## src/rtl/seq_divider_25_if.sv

```systemverilog
// Handshake bundle for seq_divider_25.
//   Request side : in_valid, in_ready, dividend, divisor
//   Result side  : out_valid, out_ready, quotient, remainder, div_by_zero
// Modports:
//   master - the producer of operations and consumer of results (upstream/downstream)
//   slave  - the divider itself
interface seq_divider_25_if #(
    parameter int W = 25
);
    logic         in_valid;
    logic         in_ready;
    logic [W-1:0] dividend;
    logic [W-1:0] divisor;
    logic         out_valid;
    logic         out_ready;
    logic [W-1:0] quotient;
    logic [W-1:0] remainder;
    logic         div_by_zero;

    modport master (
        output in_valid, dividend, divisor, out_ready,
        input  in_ready, out_valid, quotient, remainder, div_by_zero
    );

    modport slave (
        input  in_valid, dividend, divisor, out_ready,
        output in_ready, out_valid, quotient, remainder, div_by_zero
    );
endinterface

```

## src/rtl/seq_divider_25.sv

```systemverilog
// seq_divider_25
// Iterative restoring divider: one quotient bit per cycle, MSB first, by trial
// subtraction of the divisor from a W+1-bit partial remainder.
// Ports:
//   clk  - rising-edge clock
//   rst  - asynchronous active-high reset
//   bus  - seq_divider_25_if.slave
//          in_valid/in_ready/dividend/divisor : operation request (in_ready registered)
//          out_valid/out_ready                : result handshake (out_valid registered)
//          quotient/remainder/div_by_zero     : result, stable while out_valid=1 and
//                                               held after the handshake until the
//                                               next result is loaded
// Timing (cycle k = k-th clock period after the accept edge):
//   normal op      : out_valid in cycle W+1
//   divide by zero : out_valid in cycle 1 (quotient all ones, remainder = dividend)
module seq_divider_25 #(
    parameter int W = 25
) (
    input  logic              clk,
    input  logic              rst,
    seq_divider_25_if.slave   bus
);

    localparam int CW = $clog2(W);

    typedef enum logic [1:0] {
        IDLE = 2'd0,
        BUSY = 2'd1,
        DONE = 2'd2
    } state_t;

    state_t          state;
    state_t          state_nxt;

    logic [CW-1:0]   cnt;       // iteration index within BUSY
    logic [W-1:0]    dvd_sh;    // dividend, shifted left one bit per iteration
    logic [W-1:0]    dvs_q;     // latched divisor
    logic [W-1:0]    rem_q;     // partial remainder
    logic [W-1:0]    quo_sh;    // quotient bits collected so far

    logic [W:0]      r_ext;
    logic [W:0]      trial;
    logic            qbit;
    logic [W-1:0]    rem_nxt;
    logic [W-1:0]    quo_nxt;

    logic            accept;
    logic            out_fire;
    logic            last_iter;
    logic            dvs_zero;

    assign accept    = bus.in_valid && bus.in_ready;
    assign out_fire  = bus.out_valid && bus.out_ready;
    assign last_iter = (cnt == CW'(W - 1));
    assign dvs_zero  = (bus.divisor == '0);

    // One restoring step. When the trial goes negative r_ext < divisor, so the
    // kept value always fits back in W bits; likewise a non-negative trial is
    // below the divisor.
    assign r_ext   = {rem_q, dvd_sh[W-1]};
    assign trial   = r_ext - {1'b0, dvs_q};
    assign qbit    = ~trial[W];
    assign rem_nxt = qbit ? trial[W-1:0] : r_ext[W-1:0];
    assign quo_nxt = {quo_sh[W-2:0], qbit};

    // ---------------------------------------------------------------- FSM
    always_ff @(posedge clk or posedge rst) begin
        if (rst) begin
            state <= IDLE;
        end else begin
            state <= state_nxt;
        end
    end

    always_comb begin
        state_nxt = state;
        case (state)
            IDLE: begin
                if (accept) begin
                    state_nxt = dvs_zero ? DONE : BUSY;
                end
            end
            BUSY: begin
                if (last_iter) begin
                    state_nxt = DONE;
                end
            end
            DONE: begin
                if (out_fire) begin
                    state_nxt = IDLE;
                end
            end
            default: state_nxt = IDLE;
        endcase
    end

    // Handshake flags are registered copies of the next state, so they change
    // on the same edge as the state they describe.
    always_ff @(posedge clk or posedge rst) begin
        if (rst) begin
            bus.in_ready  <= 1'b0;
            bus.out_valid <= 1'b0;
        end else begin
            bus.in_ready  <= (state_nxt == IDLE);
            bus.out_valid <= (state_nxt == DONE);
        end
    end

    // ----------------------------------------------------------- datapath
    always_ff @(posedge clk or posedge rst) begin
        if (rst) begin
            cnt             <= '0;
            dvd_sh          <= '0;
            dvs_q           <= '0;
            rem_q           <= '0;
            quo_sh          <= '0;
            bus.quotient    <= '0;
            bus.remainder   <= '0;
            bus.div_by_zero <= 1'b0;
        end else begin
            if (state == IDLE && accept) begin
                cnt             <= '0;
                dvd_sh          <= bus.dividend;
                dvs_q           <= bus.divisor;
                rem_q           <= '0;
                quo_sh          <= '0;
                bus.div_by_zero <= dvs_zero;
                // Divide by zero skips BUSY, so its result is loaded here.
                if (dvs_zero) begin
                    bus.quotient  <= '1;
                    bus.remainder <= bus.dividend;
                end
            end else if (state == BUSY) begin
                cnt    <= cnt + CW'(1);
                dvd_sh <= {dvd_sh[W-2:0], 1'b0};
                rem_q  <= rem_nxt;
                quo_sh <= quo_nxt;
                if (last_iter) begin
                    bus.quotient  <= quo_nxt;
                    bus.remainder <= rem_nxt;
                end
            end
        end
    end

endmodule

```

## src/flat_wrapper.sv

```systemverilog
// flat-port wrapper written by rule: the top's interface ports become plain ports
module seq_divider_25_flat 
#(
    parameter int W = 25
)
  (clk, rst, bus_in_valid, bus_dividend, bus_divisor, bus_out_ready, bus_in_ready, bus_out_valid, bus_quotient, bus_remainder, bus_div_by_zero);
  seq_divider_25_if #(.W(W)) bus_i ();
  input  logic clk;
  input  logic rst;
  input wire logic [$bits(bus_i.in_valid)-1:0] bus_in_valid;
  input wire logic [$bits(bus_i.dividend)-1:0] bus_dividend;
  input wire logic [$bits(bus_i.divisor)-1:0] bus_divisor;
  input wire logic [$bits(bus_i.out_ready)-1:0] bus_out_ready;
  output wire logic [$bits(bus_i.in_ready)-1:0] bus_in_ready;
  output wire logic [$bits(bus_i.out_valid)-1:0] bus_out_valid;
  output wire logic [$bits(bus_i.quotient)-1:0] bus_quotient;
  output wire logic [$bits(bus_i.remainder)-1:0] bus_remainder;
  output wire logic [$bits(bus_i.div_by_zero)-1:0] bus_div_by_zero;
  assign bus_i.in_valid = bus_in_valid;
  assign bus_i.dividend = bus_dividend;
  assign bus_i.divisor = bus_divisor;
  assign bus_i.out_ready = bus_out_ready;
  assign bus_in_ready = bus_i.in_ready;
  assign bus_out_valid = bus_i.out_valid;
  assign bus_quotient = bus_i.quotient;
  assign bus_remainder = bus_i.remainder;
  assign bus_div_by_zero = bus_i.div_by_zero;
  seq_divider_25 #(.W(W)) u_core (.clk(clk), .rst(rst), .bus(bus_i));
endmodule
```

## config.mk

```make
export PLATFORM = sky130hd
export DESIGN_NAME = seq_divider_25_flat
export DESIGN_NICKNAME = d
export VERILOG_FILES = /design/src/rtl/seq_divider_25_if.sv /design/src/rtl/seq_divider_25.sv /design/src/flat_wrapper.sv
export SDC_FILE = /design/constraint.sdc
export NUM_CORES = 1
export LEC_CHECK = 0
export CAP_MARGIN = 20
export CORE_MARGIN = 3
export CORE_UTILIZATION = 42
export DETAILED_ROUTE_END_ITERATION = 7
export DONT_BUFFER_PORTS = 1
export PLACE_DENSITY = 0.66
export SLEW_MARGIN = 25
export SYNTH_ARGS = -nofsm -noshare
export SYNTH_HDL_FRONTEND = slang
export SYNTH_SLANG_ARGS = --single-unit
```

## constraint.sdc

```tcl
create_clock -name clk -period 7.2 [get_ports clk]
set_clock_uncertainty 0.15 [all_clocks]
set_input_delay 2.16 -clock clk [delete_from_list [all_inputs] [get_ports clk]]
set_output_delay 2.16 -clock clk [all_outputs]
set_load 0.05 [all_outputs]
```

==> metrics.yaml, run 1 <==
relSlewSlack: 0.363
row_count: 50
synth_top_family_by_area: "compound AO/OA/AOI/OAI gates"
start_util: 0.433
synth_ff_type: "dfrtp_1"
run_status: "finished, final reports clean"
post-cts-setup-buffers: 0
yosys.area.top_type: "dfrtp_1"
max_stage_delay_ns: 0.71
cts_tree: "built"
syn_area_mm2: 0.00818
clockBufferDepth: 2
yosysWarnings: 0
crit_slowest_cell: "nand2_2"
htreeDepth: 4
yosys.area_share.simple: 0.188
synth-compound-area-share: 0.189
vias: 6464
worst-path-buf-inv: 0
finalHoldWorstSlack_ns: 0.358
design.die.area_mm2: 0.0212
reg2reg_slack_ns: 3.76
ys_seq_area_frac: 0.486
synth.area.top_cells: "dfrtp_1 (49%), nand2_1 (9.9%), o21ai_0 (6.4%)"
start_kind: "input port"
ant_nets: 0
synth_xor_xnor_area_share: 0.0235
drive_above_1_share: 0.0704
worstMarginPinSlew_ns: 0.955
dp_hpwl_um: 13900
antenna_found_initial: 0
pin_count: 107
pre_cts_ws_ns: 2.28
drt_iter0_drc: 426
fp.coreArea_mm2: 0.0189
clock.fmax_mhz: 223
dr.pass1.iters: 7
grt_first_pass_wirelength_um: 34100
setup_viol: 0
fin_crit_sh: 0.624
die_x_um: 146
syn_avg_cell_area_um2: 8.85
routabilityCongestion: 0.852
crit_path_max_fanout: 36
synth_mux_area_frac: 0.0234
postPlaceCellArea_mm2: 0.00835
setup_tns_ns: 0
cap_viol_max_count: 0
cts.sinks: 159
grt_pass1_vias: 6350
cts.hold.buffers_added: 0
grt_overflow: 0
antennaDiodeCount: 0
synthArstFlopShare: 1.00
min_period_ns: 4.49
slew_viol_final: 0
crit_family: "simple AND/OR/NAND/NOR gates"
vias_per_cell: 5.53
grt_max_degree: 110
cts.repair.resized: 0
synth_seq_cells: 159
synth_top_area_frac: 0.486
path_cells: "nor4_1 > nand4_1 > nor2_1 > nand2_2 > nand2_2 > a21oi_1 > a21oi_1 > nor2_1"
die_y_um: 146
synth_cells: 925
final_area_mm2: 0.00890
required_ns: 7.36
portBuffers: 0
drt_wl_total_um: 20600
drt-wirelength-per-cell_um: 17.6
rsz0062_at_grt: "false"
crit_arrival_ns: 4.65
critical_path_class: "input port to register"
grt_util_all_layers: 0.200
clkTransAtPathRegs_ns: 0.07
syn_nets: 1007
ys_types: 65
critPathCaptureType: "register"
fin_nets: 978
synth_edf_count: 0
root_buffer: "clkbuf_16"
layout_setup_ws_ns: 2.71
synthAdderAreaFrac: 0.0437
synthToLayoutAreaGrowth_pct: 8.73
clk_latency_ns: 0.43
hold_path_class: "register to register"
drc: 0
cts_made_buffers: 17
hold_violations: 0
## state kept, by name, summed over array words and instances (netlist names)
register / flops
u_core.bus.out_valid: 1
u_core.dvd_sh: 25
u_core.bus.div_by_zero: 1
u_core.quo_sh: 24
u_core.rem_q: 25
u_core.dvs_q: 25
u_core.cnt: 5
u_core.bus.remainder: 25
u_core.state: 2
u_core.bus.quotient: 25
u_core.bus.in_ready: 1
## path summary, 6_finish.rpt
path	from	end	cells past startpoint
min in group asynchronous	rst	u_core.dvd_sh[6]$_DFFE_PP0P_	1
worst min register to register	u_core.quo_sh[5]$_DFFE_PP0P_	u_core.quo_sh[6]$_DFFE_PP0P_	2
max in group asynchronous	rst	u_core.rem_q[19]$_DFFE_PP0P_	2
worst max-delay path	bus_divisor[5]	u_core.bus.in_ready$_DFF_PP0_	8
worst max register to register	u_core.dvd_sh[24]$_DFFE_PP0P_	u_core.rem_q[24]$_DFFE_PP0P_	13
worst min-delay path	u_core.quo_sh[5]$_DFFE_PP0P_	u_core.quo_sh[6]$_DFFE_PP0P_	2
## cell usage in the layout, fill, tap and decap left out, drive strengths merged, types with 9 or more instances in the layout
cell / synthesis / final
nand2: 216 / 216
a21oi: 52 / 52
a31oi: 35 / 35
nand3: 41 / 41
inv: 36 / 45
nor2: 45 / 45
mux2i: 18 / 18
a21boi: 9 / 9
xor2: 11 / 11
nor3: 17 / 17
xnor2: 11 / 11
o21ai: 115 / 115
ha: 27 / 27
clkbuf: 37 / 19
dfrtp: 159 / 159
## through the flow
stage | util | instances
2_1_floorplan | - | 925
3_3_place_gp | 0.441 | 1137
3_5_place_dp | 0.442 | 1137
4_1_cts | 0.471 | 1169
5_1_grt | 0.471 | 1169
6_report | 0.471 | 1169
## synthesized netlist by cell type, types with 4 or more instances
master	instances
o21ai_1	9
o22ai_1	7
mux2i_1	18
nand2_1	216
nor2_1	44
a21boi_0	8
clkbuf_1	37
buf_2	7
ha_1	27
a31oi_1	35
nand2b_1	4
xor2_1	11
dfrtp_1	159
o211ai_1	6
o21ai_0	104
nor4_1	5
xnor2_1	11
inv_1	36
and2_1	5
buf_1	7
nand3_1	39
nor3_1	15
a21oi_1	49
nand4_1	7
## cells by family (layout without fill, tap and decap cells)
logic type | after synthesis | in the layout
buf+inv | 91 | 75
compound gates | 254 | 254
mux | 19 | 19
flops | 159 | 159
xor+xnor | 22 | 22
simple gates | 352 | 352
fa+ha+maj | 28 | 28
## tightest hold or removal path, cell delays in order, from the launching register on
cell     delay [ns]
dfrtp_1        0.37
nand2_1        0.05
o21ai_0        0.06
## layout make-up
type                       count  area [µm²]
clock inverter                13         116
fill                        1895       10000
tap                          260         325
timing repair buffer           7        52.6
sequential                   159        3980
inverter                      36         143
multi-input combinational    675        3850
clock buffer                  19         433
## per-layer routing
layer | vias up | part of all wire | GRT usage
li1 | 3153 | - | -
met1 | 3117 | 0.46 | 0.276
met2 | 173 | 0.47 | 0.317
met3 | 21 | 0.059 | 0.0464
met4 | 0 | 0.012 | 0.0570
met5 | - | 0 | 0
Power of run 1 is not shown: default switching activity piles up to over one toggle a cycle in this logic, so the estimate is an artifact.
==> run 2: changes to the inputs <==
ABC_AREA = 1   (was default)
clock period = 4.2 ns   (was 7.2 ns; I/O delays follow)
==> metrics.yaml, run 2 <==
run_status: "finished, final reports clean"
yosys.area.top_type: "dfrtp_1"
syn_area_mm2: 0.00947  # +16%
hold_path_class: "register to register"
synth_top_area_frac: 0.420  # -0.0661
clock.fmax_mhz: 352
required_ns: 4.39  # -2.97 ns
synth_cells: 1280  # +38%
fp.coreArea_mm2: 0.0220  # +16%
dr.pass1.iters: 8  # +1
min_period_ns: 2.84
crit_path_max_fanout: 48  # +33%
cts.repair.resized: 0  # unchanged
drt_iter0_drc: 556  # +31%
cts_tree: "built"
final_common_cell: "nand2_1"
cts_made_buffers: 17  # unchanged
grt_util_all_layers: 0.215  # +0.0159
dp_hpwl_um: 18500  # +33%
vias_per_cell: 5.13  # -7.3%
pin_count: 107  # unchanged
die_y_um: 156  # +7.3%
yosysWarnings: 0  # unchanged
post-cts-setup-buffers: 0  # unchanged
multi_input_comb_area_mm2: 0.00423  # +9.9%
routabilityCongestion: 0.949  # +11%
cap_viol_max_count: 0  # unchanged
slew_viol_final: 0  # unchanged
root_buffer: "clkbuf_16"
ant_nets: 0  # unchanged
row_count: 54  # +8.0%
setup_viol: 0  # unchanged
rsz0062_at_grt: "false"
critPathCaptureType: "register"
drt-wirelength-per-cell_um: 16.5  # -6.1%
synth_common_cells: "nand2_1 (362), inv_1 (238), dfrtp_1 (159)"
drc: 0  # unchanged
top_layer: "met4"
fin_crit_sh: 0.676
synth_edf_count: 0  # unchanged
synth.area.top_cells: "dfrtp_1 (42%), nand2_1 (14%), inv_1 (9.4%)"
drt_wl_total_um: 25600  # +25%
critical_path_class: "register to register"
synth_seq_cells: 159  # unchanged
synth_most_common_cell: "nand2_1"
start_util: 0.431  # -0.00183
synthArstFlopShare: 1.00  # unchanged
antennaDiodeCount: 0  # unchanged
synthToLayoutAreaGrowth_pct: 8.34
synth_ff_type: "dfrtp_1"
clockBufferDepth: 2  # unchanged
wl_met2_um: 11500  # +20%
cts.hold.buffers_added: 0  # unchanged
start_kind: "register"
die_x_um: 156  # +7.3%
clkTransAtPathRegs_ns: 0.08  # about the same
met1_length_um: 12100  # +27%
portBuffers: 0  # unchanged
relSlewSlack: 0.423  # +0.0597
drive_above_1_share: 0.0990  # +0.0286
syn_nets: 1362  # +35%
powerDensity_mw_per_mm2: 948
ys_seq_area_frac: 0.420  # -0.0661
routed-wl-met3_um: 1510  # +25%
htreeDepth: 4  # unchanged
vias: 7963  # +23%
crit_arrival_ns: 3.03  # -1.62 ns
antenna_found_initial: 0  # unchanged
ys_types: 38  # -42%
regArea_mm2: 0.00398  # unchanged
fin_nets: 1342  # +37%
nFillCells: 2158  # +14%
worstMarginPinSlew_ns: 0.865  # -0.0896 ns
design.die.area_mm2: 0.0244  # +15%
finalPower_mw: 9.73
syn_avg_cell_area_um2: 7.40  # -16%
grt_overflow: 0  # unchanged
leakagePower_nw: 5.63
grt_pass1_vias: 7554  # +19%
ir_drop_mv: 0.478
cts.sinks: 159  # unchanged
grt_max_degree: 88  # -20%
grt_first_pass_wirelength_um: 41300  # +21%
clk_latency_ns: 0.45  # +0.02 ns
most-common-layout-cells: "nand2_1 (362), inv_1 (236), dfrtp_1 (159)"
hold_violations: 0  # unchanged
setup_tns_ns: 0  # unchanged
-- run 2: power breakdown --
group | total (mW) | switching (mW) | leakage, nW | internal, mW
Sequential | 2.92 | 0.818 | 1.94 | 2.11
Clock | 1.67 | 0.838 | 0.307 | 0.834
Combinational | 5.13 | 3.49 | 3.39 | 1.64
Total | 9.73 | 5.15 | 5.63 | 4.58
-- run 2: cell type report --
cell class,instances,area share
clock buffer,17,0.0415
timing repair buffer,14,0.0151
sequential,159,0.388
multi-input combinational,827,0.412
inverter,241,0.0885
tap,280,0.0341
clock inverter,15,0.0209
-- run 2: path summary, 6_finish.rpt --
path	start	to	slack [ns]	depth (start not counted)
worst max-delay path	u_core.state[0]$_DFF_PP0_	u_core.bus.remainder[18]$_DFFE_PP0P_	1.36	9
worst min-delay path	u_core.state[0]$_DFF_PP0_	u_core.bus.out_valid$_DFF_PP0_	0.34	1
worst max register to register	u_core.state[0]$_DFF_PP0_	u_core.bus.remainder[18]$_DFFE_PP0P_	1.36	9
worst min register to register	u_core.state[0]$_DFF_PP0_	u_core.bus.out_valid$_DFF_PP0_	0.34	1
max in group asynchronous	rst	u_core.dvd_sh[17]$_DFFE_PP0P_	2.54	3
min in group asynchronous	rst	u_core.dvs_q[3]$_DFFE_PP0P_	0.56	1
-- run 2: layer usage --
layer  vias up  global-route usage
li1       3979                   -
met1      3720               0.310
met2       235               0.331
met3        29              0.0441
met4         0              0.0638
met5         -                   0
-- run 2: cells by family after synthesis --
logic type,Yosys count,synth area share
adder cells (fa/ha/maj),28,0.0378
buffers and inverters,294,0.133
flip-flops,159,0.420
AO/OA/AOI/OAI,195,0.111
XOR/XNOR,13,0.0120
AND/OR/NAND/NOR,591,0.286
-- run 2: stage by stage --
| step | cell area, µm² | utilization | hold WS [ns] | instances | worst slack [ns] |
|---|---|---|---|---|---|
| after floorplan | 9470 | - | 0.293 | 1280 | 0.775 |
| after global placement | 9600 | 0.437 | 0.313 | 1520 | 1.03 |
| after detailed placement | 9620 | 0.438 | 0.323 | 1521 | 0.990 |
| after CTS | 10300 | 0.467 | 0.328 | 1553 | 1.35 |
| after global routing | 10300 | 0.467 | 0.364 | 1553 | 1.10 |
| final | 10300 | 0.467 | 0.337 | 1553 | 1.36 |
-- run 2: critical path: stages, from the launching register on --
cell and delay [ns]:
dfrtp_1 0.40, inv_1 0.09, nor2_2 0.07, inv_2 0.58
nor2_1 0.17, inv_2 0.46, nand2_4 0.30, or2_2 0.37
nand2_1 0.09, inv_1 0.04
Power figures use the tool's default switching activity.
